## src/rtl/adsr_envelope_shaper.sv

```systemverilog
// ADSR amplitude envelope applied to the signed summed sample, stepped by an 8 kHz tick.
// Define ADSR_EXP_RELEASE_EN for an exponential-like release tail instead of a linear one.
module adsr_envelope_shaper #(
    parameter int unsigned ATTACK_STEP   = 8,
    parameter int unsigned DECAY_STEP    = 2,
    parameter int unsigned SUSTAIN_LEVEL = 192,
    parameter int unsigned RELEASE_STEP  = 4,
    parameter int unsigned RELEASE_SHIFT = 4
) (
    input  logic       clk_in,
    input  logic       rst_in,
    input  logic       step_in,
    input  logic       gate_in,
    input  logic       sample_valid_in,
    input  logic [7:0] sample_in,
    output logic       sample_valid_out,
    output logic [7:0] sample_out,
    output logic [7:0] env_level_out,
    output logic [2:0] env_state_out
);

    typedef enum logic [2:0] {
        S_IDLE    = 3'd0,
        S_ATTACK  = 3'd1,
        S_DECAY   = 3'd2,
        S_SUSTAIN = 3'd3,
        S_RELEASE = 3'd4
    } state_t;

    state_t r_state, w_state_nxt;
    logic [7:0] r_level, w_level_nxt;
    logic       r_gate_q;
    logic       r_valid;
    logic [7:0] r_sample;

    logic w_rise, w_fall;
    logic [8:0] w_att_sum, w_dec_diff, w_rel_dec, w_rel_diff;
    logic signed [16:0] w_product;
    logic [7:0] w_scaled;

    assign w_rise = gate_in & ~r_gate_q;
    assign w_fall = ~gate_in & r_gate_q;

    // Bit 8 of the differences flags a borrow, i.e. the step overshot zero.
    assign w_att_sum  = {1'b0, r_level} + 9'(ATTACK_STEP);
    assign w_dec_diff = {1'b0, r_level} - 9'(DECAY_STEP);
`ifdef ADSR_EXP_RELEASE_EN
    assign w_rel_dec  = ({1'b0, r_level} >> RELEASE_SHIFT) + 9'd1;
`else
    assign w_rel_dec  = 9'(RELEASE_STEP);
`endif
    assign w_rel_diff = {1'b0, r_level} - w_rel_dec;

    always_comb begin
        w_state_nxt = r_state;
        w_level_nxt = r_level;
        if (w_rise && (r_state == S_IDLE || r_state == S_RELEASE)) begin
            w_state_nxt = S_ATTACK;
        end else if (w_fall && (r_state == S_ATTACK || r_state == S_DECAY ||
                                r_state == S_SUSTAIN)) begin
            w_state_nxt = S_RELEASE;
        end else if (step_in && !(w_rise || w_fall)) begin
            case (r_state)
                S_IDLE: w_level_nxt = '0;
                S_ATTACK: begin
                    if (w_att_sum >= 9'd255) begin
                        w_level_nxt = '1;
                        w_state_nxt = S_DECAY;
                    end else begin
                        w_level_nxt = w_att_sum[7:0];
                    end
                end
                S_DECAY: begin
                    if (w_dec_diff[8] || (w_dec_diff <= 9'(SUSTAIN_LEVEL))) begin
                        w_level_nxt = 8'(SUSTAIN_LEVEL);
                        w_state_nxt = S_SUSTAIN;
                    end else begin
                        w_level_nxt = w_dec_diff[7:0];
                    end
                end
                S_SUSTAIN: w_level_nxt = r_level;
                S_RELEASE: begin
                    if (w_rel_diff[8] || (w_rel_diff == 9'd0)) begin
                        w_level_nxt = '0;
                        w_state_nxt = S_IDLE;
                    end else begin
                        w_level_nxt = w_rel_diff[7:0];
                    end
                end
                default: begin
                    w_level_nxt = '0;
                    w_state_nxt = S_IDLE;
                end
            endcase
        end
    end

    // Level is zero-extended so it acts as an unsigned 0..255 gain.
    assign w_product = $signed(sample_in) * $signed({1'b0, r_level});
    assign w_scaled  = 8'(w_product >>> 8);

    always_ff @(posedge clk_in) begin
        if (rst_in) begin
            r_state  <= S_IDLE;
            r_level  <= '0;
            r_gate_q <= 1'b0;
            r_valid  <= 1'b0;
            r_sample <= '0;
        end else begin
            r_state  <= w_state_nxt;
            r_level  <= w_level_nxt;
            r_gate_q <= gate_in;
            r_valid  <= sample_valid_in;
            if (sample_valid_in) begin
                r_sample <= w_scaled;
            end
        end
    end

    assign sample_valid_out = r_valid;
    assign sample_out       = r_sample;
    assign env_level_out    = r_level;
    assign env_state_out    = r_state;

endmodule
```

## config.mk

```make
export PLATFORM = sky130hd
export DESIGN_NAME = adsr_envelope_shaper
export DESIGN_NICKNAME = d
export VERILOG_FILES = /design/src/rtl/adsr_envelope_shaper.sv
export SDC_FILE = /design/constraint.sdc
export NUM_CORES = 1
export LEC_CHECK = 0
export ABC_AREA = 0
export BUFFER_PORTS_ARGS = -buffer_cell sky130_fd_sc_hd__buf_4
export CAP_MARGIN = 20
export CELL_PAD_IN_SITES_DETAIL_PLACEMENT = 1
export CELL_PAD_IN_SITES_GLOBAL_PLACEMENT = 2
export CORE_AREA = 2 2 98 100
export CTS_CLUSTER_DIAMETER = 120
export DETAILED_ROUTE_END_ITERATION = 8
export DIE_AREA = 0 0 100 102
export PLACE_DENSITY_LB_ADDON = 0.2
export SLEW_MARGIN = 40
export SYNTH_ARGS = -nofsm -noshare
export SYNTH_HDL_FRONTEND = slang
export SYNTH_SLANG_ARGS = --single-unit
```

## constraint.sdc

```tcl
create_clock -name clk_in -period 7.3 [get_ports clk_in]
set_clock_uncertainty 0.2 [all_clocks]
set_input_delay 0.365 -clock clk_in [delete_from_list [all_inputs] [get_ports clk_in]]
set_output_delay 0.365 -clock clk_in [all_outputs]
set_load 0.1 [all_outputs]
```

# After elaboration in Yosys (flattened, before gate mapping)
# Index checks and enable logic that the tools add are counted.
# classes
n_addsub	3
multipliers	1
magnitude_cmp	2
n_eq_ne	15
muxes	11
bitwise	8
reduce_logical	21
# ops
op	count
$pmux 8 s4	1
$mux 8	3
$mul 8x9->16	1
$mux 3	5
$reduce_and 5->1	3
$ne 3x1->1 const B	4
$pmux 3 s4	1
$add 8x4->9 const B	1
$ge 9x8->1 const B	1
$le 9x8->1 const B	1
$logic_not 9->1	1
$sub 8x2->9 const B	1
$sub 8x3->9 const B	1
$ne 2x1->1 const B	4
$ne 4x2->1 const B	2
$eq 3x2->1 const B	2
$logic_or 1x1->1	6
$not 1->1	6
$ne 4x1->1 const B	1
$reduce_and 4->1	1
$reduce_or 2->1	2
$eq 3x1->1 const B	1
$eq 3x3->1 const B	1
$logic_and 1x1->1	3
7 further kinds	8
# word_totals
register_bits	21
in_bits	13
output_inout_bits	20
word_cells	68

# Depth between registers and ports, before layout
# Gate-level depths: netlist of the first run.
# depth
word_depth	8
depth_mapped	18
mapped_depth_nobuf	16

# Worst setup path before layout of the first run
# No wires, ideal clock.
# synth_path
kind	reg2reg
from	register r_level[5], in the netlist env_level_out[5]
to	register r_sample[6], in the netlist sample_out[6]
setup_ps	65
t_arrival_ps	5127
required_ps	7035
setup_slack_ps	1909
stages_incl_launch_ff	16
path_buffers	2
synth_period_minus_slack_ps	5391
cell_sequence	dfxtp_1 buf_6 clkbuf_1 and2_1 fa_1 fa_1 fa_1 inv_1 fa_1 inv_1 ha_1 nand3_1 o211a_1 or2_2 a2111o_1 nand3_1
# synth_via
elab_chain_cells	1
# synth_rtl
element	line	rtl
start, declared	31	logic [7:0] r_level, w_level_nxt;
start signal, assigned	111	r_level <= w_level_nxt;
$mul 8x9->16	99	assign w_product = $signed(sample_in) * $signed({1'b0, r_level});
end signal, assigned	115	r_sample <= w_scaled;
end, declared	34	logic [7:0] r_sample;
# No other way between the ends.
# A chain may end at the register's enable or synchronous reset.

# Final worst setup path of the first run
# layout_path
from	register r_level[3], in the netlist env_level_out[3]
to	register r_sample[6], in the netlist sample_out[6]
# Same word-level chain as after synthesis.

==> results.md, run 1 <==
* Status: finished, final reports clean
* DR WL/cell at 17.7 um
* Area contributors post-synth: fa_1, ha_1, dfxtp_1
* Layout cell share with drive strength beyond 1 at 12.4%
* Syn_nets at 531
* Cells after synthesis at 435
* Post-synth top area share at about a fifth
* Global-route wire length before repair at around 17000 um
* Layout area overhead at 9.14%
* Slew of the pin with the lowest slew margin at 743 ps
* Post-synth cell types at 78
* WP data required at around 7300 ps
* Core area at 0.00911 mm2
* Max Fclk at 203 MHz
* Postcts setup bufs at 0
* Clock sinks at 21
* Critical path launch point type: flop
* Initial Utilization at 40.6%
* Clock Tree Buf Depth at 2
* Dpl hpwl at between 7000 and 8000 um
* Antenna violation net count after detailed routing at 0
* Final setup violating endpoints at 0
* Pwr/cell area at 81.5 mW/mm2
* CTS buffer count at 3
* Mapped Area at roughly 0.0037 mm2
* Crit path launch: env_level_out[3]
* Crit-path max FO at 19
* Iteration-0 DRC Markers at 168
* Die Ht at 102 um
* Clock share of power at 26.7%
* Worst-case vdd ir drop at 0.0679 mV
* Cell chosen for the clock root: clkbuf_8
* Initial antenna violation count at 0
* Detailed-route via count at around 3200
* Sequential element share of the synthesized area at 11.4%
* Reg clk slew, reported paths at between 100 and 150 ps
* I/O pin total at 33
* Post-synth EDFFs at 0
* Die area at roughly 0.01 mm2
* Tmin final at 4930 ps
* Max-cap violation count at 0
* Standard-cell rows at 35
* #FFs+latches synth at 21
* Seq pwr share at 38.0%
* WP data arrival at 4940 ps
* Switching Share at roughly two fifths
* Total congestion overflow at 0
* Slew Limit Headroom at between 50% and 60%
* TNS Setup at 0 ps
* Worst r2r src: env_level_out[3]
* Hold Buf Count CTS at 0
* Largest net degree at the start of global routing at 25
* Power Internal at 0.194 mW
* Final Hold Viols at 0
* DRT Wirelength at around 10000 um
* Worst Slack Setup Final at about 2400 ps
* P_leak at 1.93 nW
* FF-to-FF setup slack at around 2400 ps
* Util after Layout at 44.3%
* Main synth FF type: dfxtp_1
* Initial DRT Pass Iterations at 4
* Clk_lat worst skew at 280 ps
* Tot Pwr at 0.329 mW
* RSZ-0062 raised after global routing: false
* Sw power at 0.135 mW
* Residual DRC at 0
* Leading area contributor after synthesis: fa_1
* Worst Setup End Kind: flop
* Routed vias/inst at approximately 5.7
* Beginning of the worst hold path: gate_in
* Die X at 100 um
* Port bufs at 32
* CTS H-tree depth at 1
* Vias in the first global route at 3284
* Final period utilization at around 68%
* Diodes inserted at 0
* Yosys warns at 0
* Quantity of gates resized following cts at 0
* Syn Area/Cell at 8.50 um2
* GRT Overall Usage at between 20% and 30%
* Crit Path Class: flop to flop
* Pre-CTS WS at approximately 2300 ps
* Logic gate share of total power at 35.3%
* Final Max Slew Viols at 0
* Placer Congestion at 0.835
* Post-synth top cells: inv_1, ha_1, and2_1, fa_1, nand2_1
* Count leader, synth: inv_1
* Async S/R FF share, synth at 0%
* Min-Delay Path Class: input port to flop
* NumNets Final at 549
* CTS tree: built
==> power by group through the flow <==
| stage | Clock (mW) | Combinational, mW | Sequential [mW] |
|---|---|---|---|
| floorplan | 0 | 0.0556 | 0.156 |
| finish | 0.0877 | 0.116 | 0.125 |
| global placement | 0 | 0.114 | 0.127 |
| detailed placement | 0 | 0.116 | 0.128 |
| CTS | 0.0897 | 0.117 | 0.125 |
| global route | 0.0965 | 0.127 | 0.126 |
==> metal layers <==
| metal | global-route usage (%) | vias up | share of wire [%] |
|---|---|---|---|
| li1 | - | 1527 | - |
| met1 | 30.4 | 1631 | 50 |
| met2 | 33.7 | 46 | 47 |
| met3 | 2.19 | 6 | 2.3 |
| met4 | 3.48 | 0 | 0.85 |
| met5 | 0 | - | 0 |
==> cell type report <==
type	instances	area [um2]
fill	1131	5070
multi-input combinational	337	2970
sequential	21	422
timing repair buffer	32	240
inverter	58	218
tap	111	139
clock buffer	3	41.3
clock inverter	1	5.00
==> state kept, by name (all words and copies together) (netlist names) <==
signal and flops:
env_level_out 8, env_state_out 3, r_gate_q 1, sample_out 8, sample_valid_out 1
==> layout by cell type, fill, tap and decap left out, types with 2 or more instances in the layout <==
cell type | netlist | final
nand2b_1 | 11 | 11
a21o_1 | 3 | 3
o22ai_1 | 2 | 2
nand4_1 | 5 | 5
and3_1 | 4 | 4
a31oi_1 | 3 | 3
fa_1 | 35 | 35
o31ai_1 | 2 | 2
nor2b_1 | 4 | 4
o21ai_0 | 9 | 9
a221oi_1 | 2 | 2
nor2_1 | 25 | 25
or3b_1 | 3 | 3
nand3_1 | 7 | 7
nand2_1 | 28 | 28
ha_1 | 48 | 48
o21ai_1 | 4 | 4
a2bb2oi_1 | 2 | 2
a211oi_1 | 2 | 2
and4_1 | 2 | 2
o211ai_1 | 7 | 7
xnor2_1 | 7 | 7
buf_4 | 1 | 32
and2_1 | 41 | 41
a32oi_1 | 3 | 3
dfxtp_1 | 21 | 20
inv_1 | 58 | 58
a311oi_1 | 3 | 3
nor3_1 | 8 | 8
mux2i_1 | 3 | 3
o21ba_2 | 2 | 2
clkbuf_8 | 0 | 3
a21oi_1 | 14 | 14
nor3b_2 | 2 | 2
a211o_1 | 6 | 6
==> kinds of logic after synthesis <==
kind of cell | count (synthesis) | synth area share (%)
AO/OA/AOI/OAI | 85 | 17.5
XOR/XNOR | 8 | 1.90
flip-flops | 21 | 11.4
multiplexers | 4 | 1.12
AND/OR/NAND/NOR | 156 | 24.3
buffers and inverters | 77 | 8.29
adder cells (fa/ha/maj) | 84 | 35.5
==> metrics by stage <==
stage	instances	hold slack (ps)	instance area, um2
6_report	563	130	4030
5_1_grt	563	157	4030
4_1_cts	563	136	4030
3_5_place_dp	559	266	3990
3_3_place_gp	559	255	3990
2_1_floorplan	435	305	3700
==> final timing paths <==
path / end / depth (start not counted)
worst max register to register: sample_out[6] / 13
worst min register to register: sample_out[1] / 2
worst min-delay path: r_gate_q / 3
worst max-delay path: sample_out[6] / 13
==> critical path, cell delays in order (launching register included) <==
cell and delay, ps:
dfxtp_1 780, and2_1 240, fa_1 440, fa_1 520, fa_1 550, inv_1 60, fa_1 520, inv_1 40
ha_1 330, nand3_1 140, o211a_1 250, or2_2 350, a2111o_1 370, nand3_1 70
No activity file was read; power rests on OpenSTA's default activity.
==> run 2, diff against run 1 <==
--- a/config.mk
+++ b/config.mk
@@ -10,10 +10,10 @@
 export CAP_MARGIN = 20
 export CELL_PAD_IN_SITES_DETAIL_PLACEMENT = 1
 export CELL_PAD_IN_SITES_GLOBAL_PLACEMENT = 2
-export CORE_AREA = 2 2 98 100
+export CORE_AREA = 2 2 108 110
 export CTS_CLUSTER_DIAMETER = 120
 export DETAILED_ROUTE_END_ITERATION = 8
-export DIE_AREA = 0 0 100 102
+export DIE_AREA = 0 0 110 112
 export PLACE_DENSITY_LB_ADDON = 0.2
 export SLEW_MARGIN = 40
 export SYNTH_ARGS = -nofsm -noshare
==> constraint.sdc (replaced) <==
create_clock -name clk_in -period 4.2 [get_ports clk_in]
set_clock_uncertainty 0.2 [all_clocks]
set_input_delay 0.21 -clock clk_in [delete_from_list [all_inputs] [get_ports clk_in]]
set_output_delay 0.21 -clock clk_in [all_outputs]
set_load 0.1 [all_outputs]
==> results.md, run 2 (same netlist as run 1, synthesis figures left out) <==
* Status: finished, final reports clean
* Initial Utilization at 33.1%
* Crit-path max FO at 6
* TNS Setup at 0 ps
* WP data required at between 4000 and 5000 ps
* Layout cell share with drive strength beyond 1 at 24.7%
* Antenna violation net count after detailed routing at 0
* Final setup violating endpoints at 0
* Worst-case vdd ir drop at 0.133 mV
* Cell chosen for the clock root: clkbuf_16
* Critical path launch point type: flop
* Fillers at 1339
* Initial DRT Pass Iterations at 4
* I/O pin total at 33
* Busiest grt layer: met2
* Final Hold Viols at 0
* Dpl hpwl at about 8400 um
* Met1 usage at 27.0%
* Final period utilization at slightly below 100%
* Met3 Use GR at 1.76%
* CTS H-tree depth at 1
* Diodes inserted at 0
* NumNets Final at roughly 580
* Residual DRC at 0
* Largest net degree at the start of global routing at 22
* Min-Delay Path Class: input port to flop
* DRT Wirelength at 10500 um
* WP data arrival at 4180 ps
* Layout area overhead at 20.9%
* Slew of the pin with the lowest slew margin at 619 ps
* Vias in the first global route at between 3000 and 4000
* M2 GR Usage at ~28%
* Pwr/cell area at 146 mW/mm2
* Global-route wire length before repair at 17500 um
* Core area at 0.0112 mm2
* P_leak at 2.11 nW
* CTS tree: built
* Commonest non-fill, non-tap cell in the layout: buf_4
* RSZ-0062 raised after global routing: true
* Reg clk slew, reported paths at 60 ps
* Commonest cells after routing, fill and taps aside: buf_4, inv_1, ha_1, and2_1, fa_1
* Standard-cell rows at 39
* Max-cap violation count at 0
* Max Fclk at 240 MHz
* Die area at 0.0123 mm2
* Routed vias/inst at around 5.3
* Clock sinks at 21
* Iteration-0 DRC Markers at between 100 and 150
* Tot Pwr at 0.651 mW
* Clk_lat worst skew at 260 ps
* Crit Path Class: flop to flop
* Placer Congestion at 0.776
* Die Ht at 112 um
* Detailed-route via count at 3295
* Die X at ~110 um
* Tmin final at 4170 ps
* DR WL/cell at 16.9 um
* GRT Overall Usage at 18.0%
* Total congestion overflow at 0
* Clock Tree Buf Depth at 2
* Worst Setup End Kind: flop
* CTS buffer count at 3
* Port bufs at 32
* Initial antenna violation count at 0
* Final Max Slew Viols at 0
* Slew Limit Headroom at between 50% and 60%
-- run 2: worst paths after layout --
check | start | to | slack (ps) | depth (start not counted)
worst min register to register | sample_out[1] | sample_out[1] | 280 | 2
worst min-delay path | gate_in | r_gate_q | 3 | 3
worst max register to register | env_level_out[2] | sample_out[6] | 30 | 13
worst max-delay path | env_level_out[2] | sample_out[6] | 30 | 13
-- run 2: critical path, cell delays in order (launching register included) --
cell      delay (ps)
dfxtp_4          400
nand2_4           50
fa_1             490
fa_1             550
inv_1             50
fa_1             520
fa_1             460
ha_4             300
a211o_1          110
o211ai_1         120
o211a_1          170
or2_4            260
a2111o_1         360
nand3_1           70
-- run 2: metrics by stage --
stage	instances	setup WS (ps)	hold slack [ps]	instance area [um2]	util [%]
after floorplan	435	-268	150	3870	-
after global placement	610	2.90	254	4260	38.1
after detailed placement	610	-84.9	256	4260	38.1
after CTS	616	-11.1	2.99	4360	39.0
after global routing	621	-101	45.8	4470	40.0
final	621	26.6	2.82	4470	40.0
-- run 2: final cells by class --
cell class,instances,area [um2],share of cell area (%)
Clock buffer,3,75.1,1.68
Clock inverter,1,5.00,0.112
Inverter,58,218,4.87
Multi-Input combinational cell,337,3110,69.6
Sequential cell,21,450,10.1
Tap cell,143,179,4.00
Timing Repair Buffer,58,433,9.69
-- run 2: power by group --
group          switching, mW  internal (mW)  leakage, nW
combinational          0.148         0.0783         1.89
clock                 0.0857          0.128       0.0409
sequential           0.00730          0.203        0.178
total                  0.241          0.409         2.11
-- run 2: timing repair --
action,4_1_cts,5_1_grt
gates resized for setup,0,22
buffers inserted,2,5
pin swaps,5,11
setup endpoints to repair,5,6
hold buffers,0,0
-- run 2: routing by layer --
layer / wire (um) / vias up
met3: 272 / 6
met1: 5270 / 1671
li1: - / 1579
met2: 4870 / 39
met5: 0 / -
met4: 90 / 0
